<file path="src/rtl/pu_or1k_tap_scheduler.sv">
// Result-stream sequencer for the TAP writer: round-robin arbitration over the
// self-checking requesters, one plan header, then one numbered record per testcase.
module pu_or1k_tap_scheduler #(
  parameter  int NUM_REQ   = 4,
  parameter  int NUM_TESTS = 16,
  parameter  int DESC_W    = 8,
  parameter  int TIMEOUT   = 1024,
  localparam int CNT_W     = $clog2(NUM_TESTS + 1)
) (
  input  logic                      PCLK,
  input  logic                      PRESETn,
  input  logic                      start_i,
  input  logic [NUM_REQ-1:0]        req_valid_i,
  input  logic [NUM_REQ-1:0]        req_ok_i,
  input  logic [NUM_REQ*DESC_W-1:0] req_desc_i,
  output logic [NUM_REQ-1:0]        req_ready_o,
  output logic                      tc_valid_o,
  input  logic                      tc_ready_i,
  output logic                      tc_hdr_o,
  output logic [CNT_W-1:0]          tc_num_o,
  output logic                      tc_ok_o,
  output logic [DESC_W-1:0]         tc_desc_o,
  output logic                      busy_o,
  output logic                      done_o,
  output logic                      timeout_o,
  output logic [CNT_W-1:0]          pass_cnt_o,
  output logic [CNT_W-1:0]          fail_cnt_o
);

  localparam int PTR_W = (NUM_REQ > 1) ? $clog2(NUM_REQ) : 1;
  localparam int TMR_W = (TIMEOUT > 1) ? $clog2(TIMEOUT) : 1;

  typedef enum logic [2:0] {
    S_IDLE,
    S_HDR,
    S_ARB,
    S_EMIT,
    S_DONE
  } state_t;

  state_t             state;
  logic [PTR_W-1:0]   rr_ptr;
  logic [TMR_W-1:0]   idle_tmr;
  logic               grant_vld;
  logic [PTR_W-1:0]   grant_idx;
  logic [PTR_W-1:0]   rr_next;
  logic [CNT_W-1:0]   emitted_inc;

  // First valid requester at or above the pointer, wrapping.
  always_comb begin
    // NOTE: every combinational output gets a default before any branch so no latch is inferred.
    grant_vld = 1'b0;
    grant_idx = '0;
    for (int k = 0; k < NUM_REQ; k++) begin
      int unsigned       cand;
      logic [PTR_W-1:0]  cand_idx;
      cand     = (int'(rr_ptr) + k) % NUM_REQ;
      cand_idx = PTR_W'(cand);
      if (!grant_vld && req_valid_i[cand_idx]) begin
        grant_vld = 1'b1;
        grant_idx = cand_idx;
      end
    end
  end

  assign rr_next     = (grant_idx == PTR_W'(NUM_REQ - 1)) ? '0 : grant_idx + PTR_W'(1);
  assign emitted_inc = pass_cnt_o + fail_cnt_o + CNT_W'(1);

  // The accept pulse is the only unregistered output; requesters see it in the grant cycle.
  always_comb begin
    req_ready_o = '0;
    if (state == S_ARB && grant_vld) req_ready_o = NUM_REQ'(1) << grant_idx;
  end

  // NOTE: all state and registered outputs use non-blocking assignments so every
  // right-hand side reads the pre-edge value.
  always_ff @(posedge PCLK or negedge PRESETn) begin
    if (!PRESETn) begin
      state      <= S_IDLE;
      rr_ptr     <= '0;
      idle_tmr   <= '0;
      tc_valid_o <= 1'b0;
      tc_hdr_o   <= 1'b0;
      tc_num_o   <= '0;
      tc_ok_o    <= 1'b0;
      tc_desc_o  <= '0;
      busy_o     <= 1'b0;
      done_o     <= 1'b0;
      timeout_o  <= 1'b0;
      pass_cnt_o <= '0;
      fail_cnt_o <= '0;
    end else begin
      case (state)
        S_IDLE, S_DONE: begin
          if (start_i) begin
            state      <= S_HDR;
            pass_cnt_o <= '0;
            fail_cnt_o <= '0;
            done_o     <= 1'b0;
            timeout_o  <= 1'b0;
            busy_o     <= 1'b1;
            tc_valid_o <= 1'b1;
            tc_hdr_o   <= 1'b1;
            tc_num_o   <= CNT_W'(NUM_TESTS);
            tc_ok_o    <= 1'b0;
            tc_desc_o  <= '0;
          end
        end

        S_HDR: begin
          if (tc_ready_i) begin
            state      <= S_ARB;
            tc_valid_o <= 1'b0;
            tc_hdr_o   <= 1'b0;
            idle_tmr   <= '0;
          end
        end

        S_ARB: begin
          if (grant_vld) begin
            state      <= S_EMIT;
            rr_ptr     <= rr_next;
            idle_tmr   <= '0;
            tc_valid_o <= 1'b1;
            tc_num_o   <= emitted_inc;
            tc_ok_o    <= req_ok_i[grant_idx];
            tc_desc_o  <= req_desc_i[grant_idx*DESC_W +: DESC_W];
          end else if (idle_tmr == TMR_W'(TIMEOUT - 1)) begin
            state     <= S_DONE;
            busy_o    <= 1'b0;
            done_o    <= 1'b1;
            timeout_o <= 1'b1;
          end else begin
            idle_tmr <= idle_tmr + TMR_W'(1);
          end
        end

        S_EMIT: begin
          if (tc_ready_i) begin
            tc_valid_o <= 1'b0;
            idle_tmr   <= '0;
            if (tc_ok_o) pass_cnt_o <= pass_cnt_o + CNT_W'(1);
            else         fail_cnt_o <= fail_cnt_o + CNT_W'(1);
            if (emitted_inc == CNT_W'(NUM_TESTS)) begin
              state  <= S_DONE;
              busy_o <= 1'b0;
              done_o <= 1'b1;
            end else begin
              state <= S_ARB;
            end
          end
        end

        default: state <= S_IDLE;
      endcase
    end
  end

endmodule

</file>
<file path="config.mk">
export PLATFORM = sky130hd
export DESIGN_NAME = pu_or1k_tap_scheduler
export DESIGN_NICKNAME = d
export VERILOG_FILES = /design/src/rtl/pu_or1k_tap_scheduler.sv
export SDC_FILE = /design/constraint.sdc
export NUM_CORES = 1
export LEC_CHECK = 0
export ABC_AREA = 1
export BUFFER_PORTS_ARGS = -buffer_cell sky130_fd_sc_hd__buf_2
export CAP_MARGIN = 20
export CORE_MARGIN = 3
export CORE_UTILIZATION = 48
export DETAILED_ROUTE_END_ITERATION = 8
export PLACE_DENSITY_LB_ADDON = 0.25
export SETUP_SLACK_MARGIN = 0.4
export SYNTH_ARGS = -nofsm -noshare
export SYNTH_HDL_FRONTEND = slang
export SYNTH_SLANG_ARGS = --single-unit
</file>
<file path="constraint.sdc">
create_clock -name PCLK -period 1.95 [get_ports PCLK]
set_input_delay 0.2925 -clock PCLK [delete_from_list [all_inputs] [get_ports PCLK]]
set_output_delay 0.2925 -clock PCLK [all_outputs]
set_load 0.02 [all_outputs]
</file>
======== Word level (Yosys, flattened, before mapping) ========
Cells that the tools add are included.
word-level totals
  bits in registers ....................... 44
  output and inout port bits .............. 33
  word-level logic and storage cells ...... 137
operators by class
  $add $sub $neg .......................... 9
  $lt $le $gt $ge ......................... 5
  equality and inequality tests ........... 19
  shift operators ......................... 2
  mux-type cells .......................... 63
  reductions and logical operators ........ 26
operator list
  operator                                             number
  two-way mux 5 bit                                    7
  indexed part select 32 x 6 -> 8 bit                  1
  two-way mux 10 bit                                   3
  case mux 5 bit (2 select lines)                      3
  two-way mux 1 bit                                    22
  case mux 10 bit (2 select lines)                     1
  AND reduction 4 bit                                  5
  two-way mux 3 bit                                    6
  two-way mux 8 bit                                    2
  != test 2 bit, second input constant                 8
  case mux 8 bit (2 select lines)                      1
  adder 5 x 1 -> 5 bit, second input constant          3
  < comparator 2 x 3 -> 1 bit, second input constant   5
  case mux 3 bit (4 select lines)                      1
  adder 10 x 1 -> 10 bit, second input constant        1
  binary-select mux 1 bit (select 2 bit)               5
  equality test 10 bit, second input constant          1
  two-way mux 2 bit                                    5
  case mux 1 bit (3 select lines)                      3
  AND reduction 3 bit                                  3
  nonzero test 2 bit                                   4
  equality test 3 x 2 -> 1 bit, second input constant  2
  case mux 1 bit (2 select lines)                      3
  AND reduction 6 bit                                  1
  other kinds (18)                                     28

======== Longest topological paths before layout ========
Gate-level depths: netlist of run 1.
  depth after elaboration ................. 16
  depth in mapped cells ................... 15

======== Worst setup path before layout of run 1 ========
Ideal clock, no wire load.
  path kind ............................... reg-to-output
  from .................................... register rr_ptr[0]
  to ...................................... output port req_ready_o[0]
  arrival time ............................ 1.921 ns
  required time ........................... 1.657 ns
  setup slack ............................. -0.264 ns
  cell stages (with the launch flop) ...... 14
  buffers on the path ..................... 1
  cells stage by stage .................... dfrtp_1 > inv_1 > nand2_1 > nand3_1 > nand2_1 > nor2_2 > nand3_4 > nand2_4 > nand2_4 > buf_6 > inv_1 > ha_1 > inv_1 > nor2_1
between the ends
  cells in the longest elaborated chain, start to end .. 14
  elaborated cells between the ends (all ways) .. 28
  classes of those cells .................. 3 x add/sub; 1 x shift; 17 x mux; 7 x reduce/logical
RTL lines
  item                                                                           RTL line  RTL
  start: declaration                                                             42        logic [PTR_W-1:0] rr_ptr;
  start signal: assignment                                                       122       rr_ptr <= rr_next;
  parallel branches: the longest is 13 deep, another holds adder 2 x 1 -> 2 bit  n/a
  two-way mux 4 bit (*)                                                          72        if (state == S_ARB && grant_vld) req_ready_o = NUM_REQ'(1) << grant_idx;
  end: declaration                                                               16        output logic [NUM_REQ-1:0] req_ready_o,
Every way passes the cells marked *. The select of a mux whose other input is x is not followed.

======== Worst setup path in the final report of run 1 ========
  from .................................... register rr_ptr[0]
  to ...................................... output port req_ready_o[2]
Same word-level chain as after synthesis.

==> results of run 1 <==
how the worst max path moves through the flow:
stage	to	start	cells after the start	slack, ps
2_1_floorplan	req_ready_o[1]	rr_ptr[0]	14	-70
3_3_place_gp	req_ready_o[3]	rr_ptr[0]	13	-90
3_5_place_dp	req_ready_o[3]	rr_ptr[0]	13	-180
4_1_cts	req_ready_o[1]	rr_ptr[0]	13	-400
5_1_grt	req_ready_o[2]	rr_ptr[0]	14	-630
6_report	req_ready_o[2]	rr_ptr[0]	15	-600
sequential cells by signal, summed over array words and instances (netlist names), 2 cells and up:
name / flops
idle_tmr: 10
pass_cnt_o: 5
rr_ptr: 2
tc_desc_o: 8
fail_cnt_o: 5
state: 3
tc_num_o: 5
report_power, final:
part	internal [mW]	switching [mW]	total, mW
Sequential	1.16	0.203	1.36
Clock	0.387	0.370	0.757
Combinational	2.79	3.94	6.72
layout by cell type (no fill, tap or decap), types with 8 or more instances in the layout:
master / count
inv_2: 12
nand2_4: 8
buf_4: 39
nand3_2: 16
o21ai_1: 12
buf_6: 23
dfrtp_1: 40
nor2_1: 10
nand2_2: 39
a21oi_1: 12
inv_1: 28
nand3_1: 49
buf_2: 72
nand2_1: 72
nor2_4: 13
through the flow:
stage	worst slack, ps	instances	hold slack, ps	cell area, um^2
global placement	-90.1	579	293	3750
global route	-631	623	335	4760
floorplan	-70.7	406	-3.09	3090
finish	-597	623	313	4760
CTS	-396	612	309	4410
detailed placement	-179	579	296	3750
worst max-delay path: cells and delay by family, from the launching register on:
| kind | cells | cell delay (ps) |
|---|---|---|
| flops | 1 | 470 |
| simple gates | 10 | 900 |
| fa+ha+maj | 1 | 150 |
| buf+inv | 4 | 430 |
area by class of cell:
cell class                      count  area [um^2]  share of cell area
Clock buffer                        5         68.8              0.0145
Clock inverter                      3         46.3             0.00972
Inverter                           49          223              0.0468
Multi-Input combinational cell    304         2130               0.448
Sequential cell                    44         1110               0.232
Tap cell                           72         90.1              0.0189
Timing Repair Buffer              142         1060               0.223
Timing Repair inverter              4         33.8             0.00709
metal layers:
layer,vias up,share of wire,track usage
li1,1621,-,-
met1,1717,0.36,0.311
met2,208,0.51,0.492
met3,83,0.065,0.0405
met4,0,0.067,0.111
met5,-,0,0
kinds of logic after synthesis:
family,count (synthesis)
simple gates,239
buf+inv,58
compound gates,46
flops,44
fa+ha+maj,12
xor+xnor,7
repair_timing:
item / in CTS / in global routing
endpoints found under the hold margin: 44 / 0
endpoints found under the setup margin: 42 / 45
pin swaps: 35 / 23
hold buffers: 1 / 0
gates resized for setup: 101 / 68
gates cloned: 4 / 2
buffers inserted: 20 / 9
==> Implementation_results.wiki, run 1 <==
{| class="wikitable"
! Metric !! Value
|-
| Ordered list of cells on the worst path || buf_4 -> nand2_1 -> nand2_2 -> nand2_2 -> nand2_2 -> nand2_2 -> nand2_2 -> nor2_4 -> nand2_4 -> nand2_8 -> inv_4 -> ha_4 -> inv_2 -> nor2_4 -> buf_6
|-
| Adder-cell share of the synthesized area || 0.0541
|-
| Startpoint type of the worst setup path || flop
|-
| Post-Synthesis Cell Area || just under 3000 um^2
|-
| Synthesized-area fraction occupied by and/or/nand/nor cells || 0.369
|-
| Hold-critical path depth || 5
|-
| Number of fill cells in the layout || between 200 and 300
|-
| Horizontal die dimension || between 80 and 90 um
|-
| Depth of the worst register-to-register path || 17
|-
| Post-synthesis xor/xnor area fraction || 0.0210
|-
| Leading area contributor after synthesis || dfrtp_1
|-
| Net total in the final layout || around 600
|-
| Total global routing overflow || 0
|-
| Post-Route Skew || 5.44 ps
|-
| H-tree depth || 2
|-
| Largest vdd supply drop || 0.00150 V
|-
| Number of buffers on the longest clock path || 2
|-
| Count of clock tree sinks || 44
|-
| Proportion of synthesized area in mux cells || 0
|-
| Number of synthesized flops with an enable pin || 0
|-
| Site row count || 27
|-
| P per Cell Area || roughly 1900 nW/um^2
|-
| Count of max-cap constraint violations || 0
|-
| Setup slack on the worst flop-to-flop path || -380 ps
|-
| Via count of the routed design || 3629
|-
| HP Class || input port to flop
|-
| Time the final worst path needs with I/O delays and setup || between 2000 and 3000 ps
|-
| Clock tree from TritonCTS || done
|-
| Complex-gate fraction of the synthesized area || 0.0876
|-
| Count of cell types in the netlist || 35
|-
| Critical Path Fanout Max || 4
|-
| Max-slew violation count || 0
|-
| Number of global-route vias before repair || roughly 3500
|-
| DRC violation count after routing || 0
|-
| Tot Pwr || 8.84 mW
|-
| Main combinational cell family by area after synthesis || simple AND/OR/NAND/NOR gates
|-
| Final count of hold timing violations || 0
|-
| Antenna-violating nets left || 0
|-
| Largest net degree at the start of global routing || 45
|-
| Post-layout util || 0.839
|-
| Number of buffers created by CTS || 5
|-
| Cell mode on critical path || nand2_2
|-
| Area share of the largest cell type after synthesis || 0.378
|-
| Post-synthesis area per instance || 7.17 um^2
|-
| GRT Util Overall || 0.269
|-
| Net Count, Synth || 462
|-
| Static Leakage || around 2.4 nW
|-
| Number of violations reported at the end of detailed-routing iteration 0 || 217
|-
| Crit path capture type || output pin
|-
| Result of the run || finished, violations left
|-
| Final RePlAce weighted congestion || about 0.8
|-
| Minimum setup slack in the final design || -597 ps
|-
| Vertical die dimension || between 80 and 90 um
|-
| Clock transition at the registers of the reported paths || approximately 100 ps
|-
| Arrival time of the worst setup path || 2250 ps
|-
| Antenna violations before repair || 0
|-
| CP max stage delay || roughly 470 ps
|-
| Worst-path cell with the longest stage delay || dfrtp_2
|-
| Top cells by area, synth || dfrtp_1 38%, nand2_1 15%, nand3_1 12%, inv_1 5.7%, ha_1 4.7%
|-
| Slew @ Worst Pin || 559 ps
|-
| Vias per inst || around 5.8
|-
| Cell count after synthesis || roughly 400
|-
| Routed WL || about 12 mm
|-
| Hold Path Sink || tc_desc_o[2]
|-
| Worst reg2reg startpoint || rr_ptr[0]
|-
| Synth cell count leaders || 116 x nand2_1, 67 x nand3_1, 44 x dfrtp_1, 44 x inv_1, 26 x nor2_1
|-
| Top FF cell, synth || dfrtp_1
|-
| Wire length per cell after detailed routing || approximately 19 um
|-
| Number of storage elements in the synthesis netlist || 44
|-
| Share of the clock period used by the worst path after layout || 1.31
|-
| Synth warnings || 0
|-
| Max frequency || ~400 MHz
|-
| Register area share after synthesis || 0.378
|-
| Post-detailed-placement half-perimeter wirelength || ~6.0 mm
|-
| Failing checks || setup timing
|-
| FFs w/ async S/R, synth || 1.00
|-
| Clock insertion delay at the later pin of the skew report || between 300 and 400 ps
|-
| PortBufs || 76
|-
| Final setup violation count || 37
|-
| Core region area || 5680 um^2
|-
| Share of final-layout standard cells stronger than drive strength 1 || 0.535
|-
| Global-route wire length before repair || ~16 mm
|-
| Slew HR || 0.624
|-
| Worst Path Required || ~1700 ps
|-
| Root buffer cell || clkbuf_8
|-
| Layout Area Growth over Synthesis || 63.5%
|-
| Most instantiated library cell after synthesis || nand2_1
|-
| Number of antenna diodes || 0
|-
| Setup tns final || -10350 ps
|-
| Terminus of the critical flop-to-flop path || idle_tmr[2]
|-
| Initial DRT Pass Iterations || 5
|-
| Unrepaired setup endpoints after global routing || true
|-
| Number of ports placed on the die boundary || 77
|-
| Start-to-end type of the worst setup path || flop to output pin
|-
| DIE AREA || 7040 um^2
|-
| Startpoint of the lowest-slack hold path || req_desc_i[10]
|-
| Initial core utilization || 0.513
|}
No activity file was read; power rests on OpenSTA's default activity.
==> run 2, diff against run 1 <==
--- a/config.mk
+++ b/config.mk
@@ -9,9 +9,11 @@
 export BUFFER_PORTS_ARGS = -buffer_cell sky130_fd_sc_hd__buf_2
 export CAP_MARGIN = 20
 export CORE_MARGIN = 3
-export CORE_UTILIZATION = 48
+export CORE_UTILIZATION = 23
+export CTS_BUF_LIST = sky130_fd_sc_hd__clkbuf_2 sky130_fd_sc_hd__clkbuf_4 sky130_fd_sc_hd__clkbuf_8
 export DETAILED_ROUTE_END_ITERATION = 8
 export PLACE_DENSITY_LB_ADDON = 0.25
+export REMOVE_ABC_BUFFERS = 1
 export SETUP_SLACK_MARGIN = 0.4
 export SYNTH_ARGS = -nofsm -noshare
 export SYNTH_HDL_FRONTEND = slang
==> Implementation_results.wiki, run 2 (synthesis gave the netlist of run 1 again) <==
{| class="wikitable"
! Metric !! Value
|-
| Root buffer cell || clkbuf_8
|-
| PortBufs || 76
|-
| Total global routing overflow || 0
|-
| Registers with the most flip-flops || idle_tmr (10), tc_desc_o (8)
|-
| Routed WL || about 9.9 mm
|-
| Slew @ Worst Pin || 553 ps
|-
| Post-Route Skew || ~13 ps
|-
| Largest vdd supply drop || 0.000526 V
|-
| H-tree depth || 2
|-
| DRC violation count after routing || 0
|-
| Arrival time of the worst setup path || between 2000 and 2500 ps
|-
| Number of buffers created by CTS || 5
|-
| Most common library cell in the layout ignoring fill and taps || nand2_1
|-
| Critical path buffer and inverter count || 4
|-
| Net total in the final layout || roughly 610
|-
| Wire length per cell after detailed routing || approximately 14 um
|-
| Antenna violations before repair || 0
|-
| Number of antenna diodes || 0
|-
| Minimum setup slack in the final design || -402 ps
|-
| Number of ports placed on the die boundary || 77
|-
| Max frequency || roughly 430 MHz
|-
| Number of violations reported at the end of detailed-routing iteration 0 || ~110
|-
| Vias per inst || ~4.6
|-
| Slew HR || 0.628
|-
| Top cell family by delay on the critical path || simple AND/OR/NAND/NOR gates
|-
| Max-slew violation count || 0
|-
| Clock insertion delay at the later pin of the skew report || roughly 300 ps
|-
| Layout Area Growth over Synthesis || 66.6%
|-
| Share of the clock period used by the worst path after layout || 1.21
|-
| Unrepaired setup endpoints after global routing || true
|-
| Antenna-violating nets left || 0
|-
| Ordered list of cells on the worst path || buf_6 -> nand2_1 -> nand2_2 -> nand2_1 -> nand2_2 -> nand2_1 -> nand2_2 -> nor2_4 -> nand2_4 -> nand2_4 -> inv_2 -> ha_1 -> inv_1 -> nor2_1 -> buf_4
|-
| P per Cell Area || between 1500 and 2000 nW/um^2
|-
| Post-route worst hold slack || around 310 ps
|-
| Core region area || 12200 um^2
|-
| Register name with the most flops || idle_tmr
|-
| Result of the run || finished, violations left
|-
| Final count of hold timing violations || 0
|-
| Start-to-end type of the worst setup path || flop to output pin
|-
| Post-layout util || 0.397
|-
| Critical Path Fanout Max || 4
|-
| Clock tree from TritonCTS || done
|-
| CP max stage delay || roughly 460 ps
|-
| Post-detailed-placement half-perimeter wirelength || a little under 7 mm
|-
| DIE AREA || 14100 um^2
|-
| Worst Path Required || between 1500 and 2000 ps
|-
| Final setup violation count || 16
|-
| GRT Util Overall || 0.134
|-
| Vertical die dimension || roughly 120 um
|-
| Count of clock tree sinks || 44
|-
| Commonest cells after routing, fill and taps aside || 78 x nand2_1, 72 x buf_2, 52 x nand3_1
|-
| Count of max-cap constraint violations || 0
|-
| Worst-path cell with the longest stage delay || dfrtp_2
|-
| Time the final worst path needs with I/O delays and setup || about 2400 ps
|-
| Crit path capture type || output pin
|-
| Number of global-route vias before repair || around 3300
|-
| Largest net degree at the start of global routing || 45
|-
| Number of buffers on the longest clock path || 2
|-
| Via count of the routed design || roughly 3300
|-
| Max reg flops || 10
|-
| Initial DRT Pass Iterations || 4
|-
| Startpoint type of the worst setup path || flop
|-
| Share of final-layout standard cells stronger than drive strength 1 || 0.524
|-
| Initial core utilization || 0.239
|-
| Clock transition at the registers of the reported paths || around 90 ps
|-
| Global-route wire length before repair || approximately 15 mm
|-
| Setup tns final || -1990 ps
|-
| Horizontal die dimension || about 120 um
|-
| Final RePlAce weighted congestion || approximately 0.77
|-
| HP Class || input port to flop
|-
| Static Leakage || roughly 2.4 nW
|-
| Site row count || 40
|-
| Failing checks || setup timing
|}
==> run 2: tightest hold or removal path, stage by stage <==
cell and delay, ps:
buf_2 80, nand2_1 40, nand3_1 60, nand3_1 60, nand2_1 60
==> run 2: where the power goes <==
group	total [mW]	switching (mW)	internal (mW)
registers	1.33	0.174	1.15
logic	6.01	3.37	2.64
clock network	0.594	0.344	0.251
==> run 2: layer usage <==
metal | routed length (um) | global-route usage
met1 | 4250 | 0.165
met2 | 5170 | 0.236
met3 | 365 | 0.0306
met4 | 142 | 0.0297
met5 | 0 | 0
==> run 2: area by class of cell <==
| cell class | instances | area, um^2 |
|---|---|---|
| fillers | 1276 | 7360 |
| multi-input cells | 304 | 2080 |
| repair buffers | 153 | 1140 |
| flip-flops and latches | 44 | 1100 |
| inverters | 49 | 214 |
| well taps | 168 | 210 |
| clock buffers | 5 | 68.8 |
| clock inverters | 3 | 18.8 |
| repair inverters | 1 | 11.3 |
==> run 2: final timing paths <==
check                               from             end  slack, ps  cells past startpoint
max                            rr_ptr[0]  req_ready_o[0]       -400                     15
min                        req_desc_i[9]    tc_desc_o[1]        310                      5
max reg2reg                    rr_ptr[0]     idle_tmr[7]        -80                     15
min reg2reg                       busy_o          busy_o        480                      2
max in group asynchronous        PRESETn     idle_tmr[3]       1210                      3
min in group asynchronous        PRESETn         tc_ok_o        490                      3
==> run 2: what timing repair did <==
action | CTS | global route
endpoints found under the setup margin | 43 | 44
hold buffers | 1 | 0
endpoints found under the hold margin | 44 | 0
buffers inserted | 17 | 14
gates resized for setup | 107 | 112
gates cloned | 0 | 1
pin swaps | 34 | 38
==> run 2: through the flow <==
stage                     instances  power [mW]  setup slack [ps]  cell area (um^2)
final                           727        7.93              -402              4850
after global routing            727        8.58              -545              4850
after detailed placement        686        5.39              -210              3790
after floorplan                 397        3.70              -466              2840
after global placement          686        5.32              -126              3790
after CTS                       712        6.98              -398              4360
==> run 3, diff against run 2 <==
--- a/config.mk
+++ b/config.mk
@@ -11,6 +11,7 @@
 export CORE_MARGIN = 3
 export CORE_UTILIZATION = 23
 export CTS_BUF_LIST = sky130_fd_sc_hd__clkbuf_2 sky130_fd_sc_hd__clkbuf_4 sky130_fd_sc_hd__clkbuf_8
+export CTS_CLUSTER_DIAMETER = 80
 export DETAILED_ROUTE_END_ITERATION = 8
 export PLACE_DENSITY_LB_ADDON = 0.25
 export REMOVE_ABC_BUFFERS = 1
@@ -18,3 +19,4 @@
 export SYNTH_ARGS = -nofsm -noshare
 export SYNTH_HDL_FRONTEND = slang
 export SYNTH_SLANG_ARGS = --single-unit
+export TNS_END_PERCENT = 30
==> Implementation_results.wiki, run 3 (synthesis gave the netlist of run 1 again) <==
{| class="wikitable"
! Metric !! Value
|-
| GRT Util Overall || 0.128
|-
| Clock tree from TritonCTS || done
|-
| Setup tns final || -1790 ps
|-
| Post-route worst hold slack || 314 ps
|-
| Max reg flops || 10
|-
| Antenna violations before repair || 0
|-
| PortBufs || 76
|-
| Startpoint type of the worst setup path || flop
|-
| Share of the clock period used by the worst path after layout || 1.21
|-
| Tot Pwr || slightly above 7 mW
|-
| Ordered list of cells on the worst path || buf_6 -> nand2_1 -> nand2_2 -> nand2_1 -> nand2_2 -> nand2_1 -> nand2_2 -> nor2_4 -> nand2_4 -> nand2_4 -> inv_2 -> ha_1 -> inv_1 -> nor2_1 -> buf_4
|-
| DIE AREA || between 10000 and 15000 um^2
|-
| Layout Area Growth over Synthesis || 52.2%
|-
| Initial core utilization || 0.239
|-
| Global-route wire length before repair || around 15 mm
|-
| Final count of hold timing violations || 0
|-
| P per Cell Area || roughly 1600 nW/um^2
|-
| Number of ports placed on the die boundary || 77
|-
| Total global routing overflow || 0
|-
| Slew @ Worst Pin || 392 ps
|-
| Setup WS pre-CTS || -210 ps
|-
| Slew HR || 0.736
|-
| Number of violations reported at the end of detailed-routing iteration 0 || 88
|-
| Site row count || 40
|-
| Time the final worst path needs with I/O delays and setup || 2360 ps
|-
| DRC violation count after routing || 0
|-
| Setup slack on the worst flop-to-flop path || -50 ps
|-
| Vertical die dimension || around 120 um
|-
| Number of cells after detailed placement || 686
|-
| Count of clock tree sinks || 44
|-
| Final setup violation count || 17
|-
| Result of the run || finished, violations left
|-
| Total cell area at the placement stage || around 3800 um^2
|-
| Via count of the routed design || 3162
|-
| Vias per inst || ~4.5
|-
| Net total in the final layout || 595
|-
| Clock insertion delay at the later pin of the skew report || 300 ps
|-
| Number of buffers on the longest clock path || 2
|-
| Unrepaired setup endpoints after global routing || true
|-
| Number of antenna diodes || 0
|-
| CP max stage delay || ~460 ps
|-
| Non-filler cells in the finished layout || 708
|-
| Count of max-cap constraint violations || 0
|-
| Core region area || 12200 um^2
|-
| Final RePlAce weighted congestion || slightly below 0.8
|-
| Number of global-route vias before repair || roughly 3200
|-
| Minimum setup slack in the final design || -406 ps
|-
| Register name with the most flops || idle_tmr
|-
| HP Class || input port to flop
|-
| Clock transition at the registers of the reported paths || ~90 ps
|-
| Largest net degree at the start of global routing || between 40 and 50
|-
| Critical Path Fanout Max || 4
|-
| Root buffer cell || clkbuf_8
|-
| Max frequency || between 400 and 500 MHz
|-
| Start-to-end type of the worst setup path || flop to output pin
|-
| Initial DRT Pass Iterations || 4
|-
| H-tree depth || 2
|-
| Finished Cell Area || roughly 4400 um^2
|-
| Horizontal die dimension || 119 um
|-
| Post-detailed-placement half-perimeter wirelength || ~6.8 mm
|-
| Wire length per cell after detailed routing || roughly 13 um
|-
| Worst Path Required || ~1700 ps
|-
| Post-Route Skew || 12.2 ps
|-
| Crit path capture type || output pin
|-
| Most common library cell in the layout ignoring fill and taps || nand2_1
|-
| Arrival time of the worst setup path || between 2000 and 2500 ps
|-
| Number of buffers created by CTS || 5
|-
| Static Leakage || about 2.3 nW
|-
| Failing checks || setup timing
|-
| Share of final-layout standard cells stronger than drive strength 1 || 0.433
|-
| Registers with the most flip-flops || idle_tmr (10), tc_desc_o (8)
|-
| Commonest cells after routing, fill and taps aside || 89 x nand2_1, 72 x buf_2, 59 x nand3_1
|-
| Largest vdd supply drop || slightly below 0.0005 V
|-
| Post-layout util || 0.363
|-
| Worst-path cell with the longest stage delay || dfrtp_2
|-
| Routed WL || 9.17 mm
|-
| Antenna-violating nets left || 0
|-
| Max-slew violation count || 0
|}
==> run 3: changes by cell type in the layout (fill, tap and decap cells not counted), sizes merged <==
cell,delta
inv,-1
buf,-18
==> run 3: path summary, 6_finish.rpt <==
path | from | cells past startpoint | endpoint
setup / recovery | rr_ptr[0] | 15 | req_ready_o[0]
hold / removal | req_desc_i[9] | 5 | tc_desc_o[1]
setup reg to reg | rr_ptr[0] | 14 | done_o
max in group asynchronous | PRESETn | 3 | idle_tmr[3]
min in group asynchronous | PRESETn | 3 | tc_ok_o
hold reg to reg | tc_desc_o[0] | 2 | tc_desc_o[0]
==> run 3: critical path, delay by kind of cell (launching register included) <==
family / cells / cell delay (ps)
DFF: 1 / 460
adders and majority gates: 1 / 180
and+or+nand+nor: 10 / 760
buffers and inverters: 4 / 370
==> run 3: repair_timing <==
action                     4_1_cts  5_1_grt
setup endpoints to repair       43       47
gates resized for setup         66       72
setup buffers                    5        8
hold endpoints to repair        44        0
cloned                           0        0
pin swaps                       21       37
hold buffers                     1        0
==> run 3: final cells by class <==
class	instances	area, um^2
fill	1324	7780
multi-input combinational	304	1880
sequential	44	1100
timing repair buffer	135	953
tap	168	210
inverter	49	196
clock buffer	5	68.8
clock inverter	3	18.8
==> run 3: metal layers <==
metal / wire length [um] / global-route usage
met1: 4100 / 0.163
met2: 4670 / 0.223
met3: 333 / 0.0282
met4: 63 / 0.0275
met5: 0 / 0
==> run 3: power breakdown <==
| group | switching, mW | leakage, nW | internal [mW] | total (mW) |
|---|---|---|---|---|
| Combinational | 3.01 | 1.64 | 2.23 | 5.24 |
| Sequential | 0.178 | 0.582 | 1.15 | 1.33 |
| Clock | 0.341 | 0.0479 | 0.250 | 0.591 |
| Total | 3.53 | 2.27 | 3.63 | 7.16 |
